## config.mk

```make
export PLATFORM = sky130hd
export DESIGN_NAME = seg7_scan_driver
export DESIGN_NICKNAME = d
export VERILOG_FILES = /design/src/rtl/seg7_scan_driver.sv
export SDC_FILE = /design/constraint.sdc
export NUM_CORES = 1
export LEC_CHECK = 0
export CORE_MARGIN = 2
export CORE_UTILIZATION = 35
export DETAILED_ROUTE_END_ITERATION = 16
export MAX_ROUTING_LAYER = met4
export SLEW_MARGIN = 20
export SYNTH_ARGS = -nofsm -noshare
export SYNTH_HDL_FRONTEND = slang
export SYNTH_SLANG_ARGS = --single-unit
```

## constraint.sdc

```tcl
create_clock -name clk -period 4.7 [get_ports clk]
set_input_delay 0.94 -clock clk [delete_from_list [all_inputs] [get_ports clk]]
set_output_delay 0.94 -clock clk [all_outputs]
set_load 0.01 [all_outputs]
```

## src/rtl/seg7_scan_driver.sv

```systemverilog
// seg7_scan_driver
// Time-multiplexes four BCD digits onto a common-anode 4-digit 7-segment
// display. Each digit slot starts with a short all-anodes-off window to
// suppress ghosting between digits. Per-digit blink, decimal points and
// leading-zero suppression of digit 3 are supported. All inputs are sampled
// into shadow registers once per frame, so a digit never changes mid-scan.
//
// Ports:
//   clk         system clock
//   rst         synchronous, active-high reset
//   digits      four BCD codes, [3:0] = digit 0 (rightmost) .. [15:12] = digit 3
//   blink_mask  bit i set: digit i blanked during the blink-off phase
//   dp_mask     bit i set: decimal point lit on digit i
//   lz_blank    suppress digit 3 when its code is 0
//   an          anode enables, active-low, at most one low at a time
//   seg         segments {g,f,e,d,c,b,a}, active-low
//   dp          decimal point, active-low
module seg7_scan_driver #(
    parameter int REFRESH_DIV  = 100_000,    // clocks per digit slot, >= 2
    parameter int BLANK_CYCLES = 1_000,      // blank clocks at slot start
    parameter int BLINK_DIV    = 50_000_000  // clocks per blink phase, >= 1
) (
    input  logic        clk,
    input  logic        rst,
    input  logic [15:0] digits,
    input  logic [3:0]  blink_mask,
    input  logic [3:0]  dp_mask,
    input  logic        lz_blank,
    output logic [3:0]  an,
    output logic [6:0]  seg,
    output logic        dp
);

    localparam int CW = $clog2(REFRESH_DIV);
    localparam int BW = (BLINK_DIV > 1) ? $clog2(BLINK_DIV) : 1;

    localparam logic [CW-1:0] CNT_LAST  = CW'(REFRESH_DIV - 1);
    localparam logic [CW-1:0] CNT_BLANK = CW'(BLANK_CYCLES);
    localparam logic [BW-1:0] BCNT_LAST = BW'(BLINK_DIV - 1);

    // Per-frame snapshot of every display input.
    typedef struct packed {
        logic [15:0] digits;
        logic [3:0]  blink_mask;
        logic [3:0]  dp_mask;
        logic        lz_blank;
    } shadow_t;

    // Active-low gfedcba pattern for one code; codes above 0xA show nothing.
    function automatic logic [6:0] decode(input logic [3:0] code);
        case (code)
            4'h0:    decode = 7'h40;
            4'h1:    decode = 7'h79;
            4'h2:    decode = 7'h24;
            4'h3:    decode = 7'h30;
            4'h4:    decode = 7'h19;
            4'h5:    decode = 7'h12;
            4'h6:    decode = 7'h02;
            4'h7:    decode = 7'h78;
            4'h8:    decode = 7'h00;
            4'h9:    decode = 7'h10;
            4'hA:    decode = 7'h3F;  // minus sign, g only
            default: decode = 7'h7F;
        endcase
    endfunction

    logic [CW-1:0] cnt_q, cnt_d;
    logic [1:0]    idx_q, idx_d;
    logic [BW-1:0] bcnt_q, bcnt_d;
    logic          bph_q, bph_d;
    shadow_t       shadow_q, shadow_d;
    logic [3:0]    an_q, an_d;
    logic [6:0]    seg_q, seg_d;
    logic          dp_q, dp_d;

    logic       slot_last;
    logic       frame_end;
    logic [3:0] code;
    logic       blank;

    assign slot_last = (cnt_q == CNT_LAST);
    assign frame_end = slot_last && (idx_q == 2'd3);
    assign code      = shadow_q.digits[{idx_q, 2'b00} +: 4];

    // Blanking window, blink-off phase, or a suppressed leading zero.
    assign blank = (cnt_q < CNT_BLANK)
                || (shadow_q.blink_mask[idx_q] && bph_q)
                || ((idx_q == 2'd3) && shadow_q.lz_blank && (code == 4'd0));

    always_comb begin
        // NOTE: every signal gets a default first so no path leaves it unassigned (no latches).
        cnt_d    = cnt_q + CW'(1);
        idx_d    = idx_q;
        bcnt_d   = bcnt_q + BW'(1);
        bph_d    = bph_q;
        shadow_d = shadow_q;
        an_d     = 4'b1111;
        seg_d    = 7'h7F;
        dp_d     = 1'b1;

        if (slot_last) begin
            cnt_d = '0;
            idx_d = idx_q + 2'd1;
        end

        // Inputs only take effect at a frame boundary.
        if (frame_end) begin
            shadow_d = {digits, blink_mask, dp_mask, lz_blank};
        end

        if (bcnt_q == BCNT_LAST) begin
            bcnt_d = '0;
            bph_d  = ~bph_q;
        end

        if (!blank) begin
            an_d  = ~(4'b0001 << idx_q);
            seg_d = decode(code);
            dp_d  = ~shadow_q.dp_mask[idx_q];
        end
    end

    always_ff @(posedge clk) begin
        // NOTE: sequential state uses non-blocking assignments so all flops update together.
        if (rst) begin
            cnt_q    <= '0;
            idx_q    <= 2'd0;
            bcnt_q   <= '0;
            bph_q    <= 1'b0;
            // NOTE: the snapshot registers are reset so the first frame shows a defined "0".
            shadow_q <= '0;
            an_q     <= 4'b1111;
            seg_q    <= 7'h7F;
            dp_q     <= 1'b1;
        end else begin
            cnt_q    <= cnt_d;
            idx_q    <= idx_d;
            bcnt_q   <= bcnt_d;
            bph_q    <= bph_d;
            shadow_q <= shadow_d;
            an_q     <= an_d;
            seg_q    <= seg_d;
            dp_q     <= dp_d;
        end
    end

    assign an  = an_q;
    assign seg = seg_q;
    assign dp  = dp_q;

endmodule

```

After elaboration in Yosys (flattened, before gate mapping)
Memories as Yosys holds them, arrays and structs flattened. A register that Yosys moved wholly into a read port is not among the register bits.
Index checks and enable logic that the tools add are counted.
Widths: inputs -> output; s select.
{"block": "classes", "n_addsub": 3, "magnitude_cmp": 2, "n_eq_ne": 3, "shift": 2, "n_mux": 4, "bitwise_logic": 3, "n_reduce_logical": 10}
{"op": "$add 26x1->26 const B", "n": 1}
{"op": "$eq 26x26->1 const B", "n": 1}
{"op": "$add 17x1->17 const B", "n": 1}
{"op": "$eq 17x17->1 const B", "n": 1}
{"op": "$lt 17x10->1 const B", "n": 1}
{"op": "$shiftx 16x5->4", "n": 1}
{"op": "$reduce_or 2->1", "n": 3}
{"op": "$bmux 1 s2", "n": 2}
{"op": "$logic_and 1x1->1", "n": 4}
{"op": "$logic_not 4->1", "n": 1}
{"op": "$not 4->4", "n": 1}
{"op": "$shl 1x2->4 const A", "n": 1}
{"op": "$lt 2x3->1 const B", "n": 1}
{"op": "$add 2x1->2 const B", "n": 1}
{"op": "$eq 2x2->1 const B", "n": 1}
{"op": "$logic_or 1x1->1", "n": 2}
{"op": "$mux 1", "n": 2}
{"op": "$not 1->1", "n": 2}
{"block": "word_totals", "reg_bits": 76, "mem_bits_ro": 112, "output_inout_bits": 12, "word_cells": 38, "n_memories": 1}
{"memory": "(no name shown)", "words": 16, "word_bits": 7, "read_ports": 1, "rd_ports_with_merged_regs": 1, "wr": 0, "line": "51", "text": "case (code)"}

Depth between registers and ports, before layout
{"block": "depth", "ltp_word": 6, "ltp_mapped": 9, "depth_no_buf": 7}

Least setup slack after synthesis
OpenSTA, ideal clock, no wires.
{"block": "synth_timing", "path_kind": "reg2reg", "start": "register cnt_q[14]", "end": "register shadow_q[6] (netlist name)", "arrival_time_ps": 1913, "slack_ps": 2655, "path_stages_with_launch": 7, "path_buffers": 2, "synth_period_minus_slack_ps": 2045, "path_cell_list": "dfxtp_1 or4_4 or4_4 buf_6 buf_6 o31ai_2 a21oi_1"}
{"block": "synth_via", "elab_chain_len": 2}
{"item": "start: declaration", "line": "67", "text": "logic [CW-1:0] cnt_q, cnt_d;"}
{"item": "start signal: assignment", "line": "136", "text": "cnt_q <= cnt_d;"}
{"item": "$eq 17x17->1", "line": "81", "text": "assign slot_last = (cnt_q == CNT_LAST);"}
{"item": "$logic_and 1x1->1", "line": "82", "text": "assign frame_end = slot_last && (idx_q == 2'd3);"}
{"item": "end signal: assignment", "line": "140", "text": "shadow_q <= shadow_d;"}
{"item": "end: declaration", "line": "71", "text": "shadow_t shadow_q, shadow_d;"}
Every way passes these cells.
A chain may end at the register's enable or synchronous reset.

Final worst setup path
{"block": "layout_timing", "start": "register cnt_q[0]", "end": "register cnt_q[10]"}
{"block": "layout_via", "elab_chain_len": 2}
{"item": "branches (longest 2 deep; another with $add 17x1->17)"}
Parallel ways; which one is timed is not known.

==> flow_metrics.tcl <==
set metrics [dict create \
    core.rowCount 39 \
    area_growth_pct 18.3 \
    final_cell_mix "83 x dfxtp_1, 48 x a21oi_1, 38 x nand4_1, 38 x clkdlybuf4s50_1, 31 x nor2_1" \
    clock_sinks 83 \
    rsz0062_at_grt "no" \
    synth_cell_type_count 41 \
    outcome "completed" \
    gr-max-usage-layer "met2" \
    syn-cell-area_um2 4050 \
    endpoint_kind "register" \
    drc_errors 0 \
    port_buffers 38 \
    drive_above_1_share_pct 11.1 \
    worstPathRequired_ns 4.90 \
    cts_hold_buf 0 \
    cts_root_buffer "clkbuf_16" \
    use_met3_pct 4.57 \
    finalHoldViolations 0 \
    hold_path_depth 1 \
    skew_ns 0.00866 \
    arrival_ns 2.79 \
    final_common_cell "dfxtp_1" \
    drt_iter0_drc 153 \
    cts_setup_buffers 0 \
    coreArea_um2 11400 \
    ios 39 \
    die_w_um 112 \
    finalWeightedCongestion 0.822 \
    yosys_warnings 0 \
    diodes 0 \
    reg2reg_from "cnt_q[0]" \
    cts_htree_levels 3 \
    finalWirelength_mm 9.06 \
    cp_slowest_cell "and2_1" \
    layout_min_cycle_time_ns 2.59 \
    path_max_fanout 28 \
    drv_cap 0 \
    ys_ff_latch 83 \
    dp_hpwl_mm 6.28 \
    tritoncts "done" \
    finalNonFillerCells 604 \
    cts_buffers 9 \
    nets 494 \
    finalSetupViolations 0 \
    antenna_found_initial 0 \
    p_leak_nw 1.51 \
    ant_nets 0 \
    grt_pass1_vias 3080 \
    maxSlewViolCount 0 \
    grt_pass1_wl_mm 15.3 \
    worstRegToRegCells 5 \
    clock_path_buffers 2 \
    critPathLaunch "cnt_q[0]" \
    grt_use_total_pct 15.4 \
    multi_input_area_um2 2170 \
    drt-wirelength-per-cell_um 15.0 \
    max_slew.worst_pin.slew_ns 1.09 \
    fin_tns_setup_ns 0 \
    cp_cell_sequence "ha_1 > and4_1 > and2_1 > a21o_1 > nor2_1" \
    nFillCells 1125 \
    syn_inst 434 \
    ctsResizeCount 0 \
    vias 3252 \
    hp-class "reg -> reg" \
    maxSlewHeadroom_pct 27.0 \
    fin_crit_sh_pct 55.1 \
    fmax_ghz 0.386 \
    r2r-end "cnt_q[10]" \
    syn_nets 472 \
    vdd_drop_max_uv 192 \
    dp.cells 588 \
    dieArea_um2 12500 \
    syn_avg_cell_area_um2 9.34 \
    grt_max_degree 29 \
    min_to "cnt_q[0]" \
    dr.pass1.iters 4 \
    grtUsageMet2_pct 22.2 \
    critPathKind "reg -> reg" \
    pwr_density_cell_nw_per_um2 310 \
    vias_per_cell 5.38 \
    hp-start "cnt_q[0]" \
    r2r_setup_slack_ns 2.11 \
    clk_pin_slew_ns 0.06 \
    use_met1_pct 21.0 \
    slowest_delay_ns 0.83 \
    critPathLaunchType "register" \
    initial_core_util_pct 35.6 \
    synth_seq_area_share_pct 41.0 \
    register_area_um2 1660 \
    die_y_um 112 \
    overflow 0 \
    clkLatencyLatePin_ns 0.34 \
]
cell usage after synthesis:
master | instances | area share (%)
ha_1 | 11 | 3.4
nor4_1 | 2 | 0.31
o211ai_1 | 1 | 0.19
inv_1 | 12 | 1.1
buf_2 | 5 | 0.62
nand4bb_1 | 2 | 0.56
xor2_1 | 20 | 4.3
and2_1 | 2 | 0.31
o31ai_1 | 14 | 2.6
o31ai_4 | 1 | 0.52
or4_1 | 7 | 1.3
or4_4 | 2 | 0.56
a221oi_1 | 1 | 0.22
xnor2_1 | 8 | 1.7
o31ai_2 | 17 | 5.2
mux2i_1 | 2 | 0.49
and4_1 | 6 | 1.3
mux4_2 | 7 | 3.9
o21ai_0 | 12 | 1.5
nand2b_1 | 1 | 0.15
mux2_2 | 2 | 0.56
nor4b_1 | 2 | 0.43
nor2_1 | 31 | 2.9
o21a_1 | 1 | 0.19
nor3_1 | 2 | 0.25
and3_1 | 4 | 0.62
nor4_4 | 1 | 0.52
buf_6 | 6 | 1.7
nand4b_1 | 1 | 0.22
or3_1 | 10 | 1.5
buf_4 | 1 | 0.19
nand2_1 | 17 | 1.6
nand4_1 | 38 | 5.9
clkbuf_1 | 21 | 1.9
a21oi_1 | 48 | 5.9
a22o_1 | 1 | 0.22
nand3_1 | 29 | 3.6
dfxtp_1 | 83 | 41
o21bai_1 | 1 | 0.19
nand3b_1 | 1 | 0.19
a21o_1 | 1 | 0.19
routing by layer:
layer	part of all wire (%)	up-vias
met3	3.5	4
met5	0	-
met1	50	1542
met2	46	54
li1	-	1652
met4	0.65	0
area by class of cell:
cell class | instances | share of cell area, %
multi-input combinational | 306 | 45.2
sequential | 83 | 34.7
timing repair buffer | 44 | 8.87
clock buffer | 13 | 5.64
tap | 143 | 3.73
clock inverter | 3 | 0.940
inverter | 12 | 0.940
cells by family after synthesis:
group | count (synthesis) | share of synthesized area (%)
buf+inv | 45 | 5.53
xor+xnor | 28 | 6.05
fa+ha+maj | 11 | 3.40
flops | 83 | 41.0
simple gates | 158 | 22.1
mux | 11 | 4.94
compound gates | 98 | 16.9
registers in the layout, summed over array words and instances (netlist names):
signal / count
shadow_q: 25
cnt_q: 17
dp: 1
seg: 7
an: 4
bcnt_q: 26
bph_q: 1
idx_q: 2
report_power, final:
| group | internal, mW | switching (mW) |
|---|---|---|
| Combinational | 0.0248 | 0.0179 |
| Clock | 0.455 | 0.275 |
| Sequential | 0.708 | 0.00386 |
how the worst max path moves through the flow:
stage,depth (start not counted),to,slack [ns]
detailed placement,4,an[0],1.93
global route,5,cnt_q[10],1.87
CTS,5,cnt_q[10],2.14
finish,5,cnt_q[10],2.11
floorplan,6,shadow_q[6],2.65
global placement,4,an[3],1.89
through the flow:
| step | setup slack [ns] | utilization, % | hold slack, ns | instance area (µm²) | power [mW] |
|---|---|---|---|---|---|
| after global placement | 1.89 | 39.4 | 0.440 | 4480 | 0.769 |
| after floorplan | 2.65 | - | 0.426 | 4050 | 0.742 |
| after global routing | 1.87 | 42.2 | 0.482 | 4790 | 1.54 |
| final | 2.11 | 42.2 | 0.462 | 4790 | 1.48 |
| after detailed placement | 1.93 | 39.4 | 0.457 | 4480 | 0.771 |
| after CTS | 2.14 | 42.2 | 0.466 | 4790 | 1.50 |
worst max-delay path, delay by kind of cell (launching register included):
family          cells  cell delay (ns)
simple gates        3             1.31
compound gates      1             0.55
flops               1             0.37
fa+ha+maj           1             0.22
No activity file was read; power rests on OpenSTA's default activity.
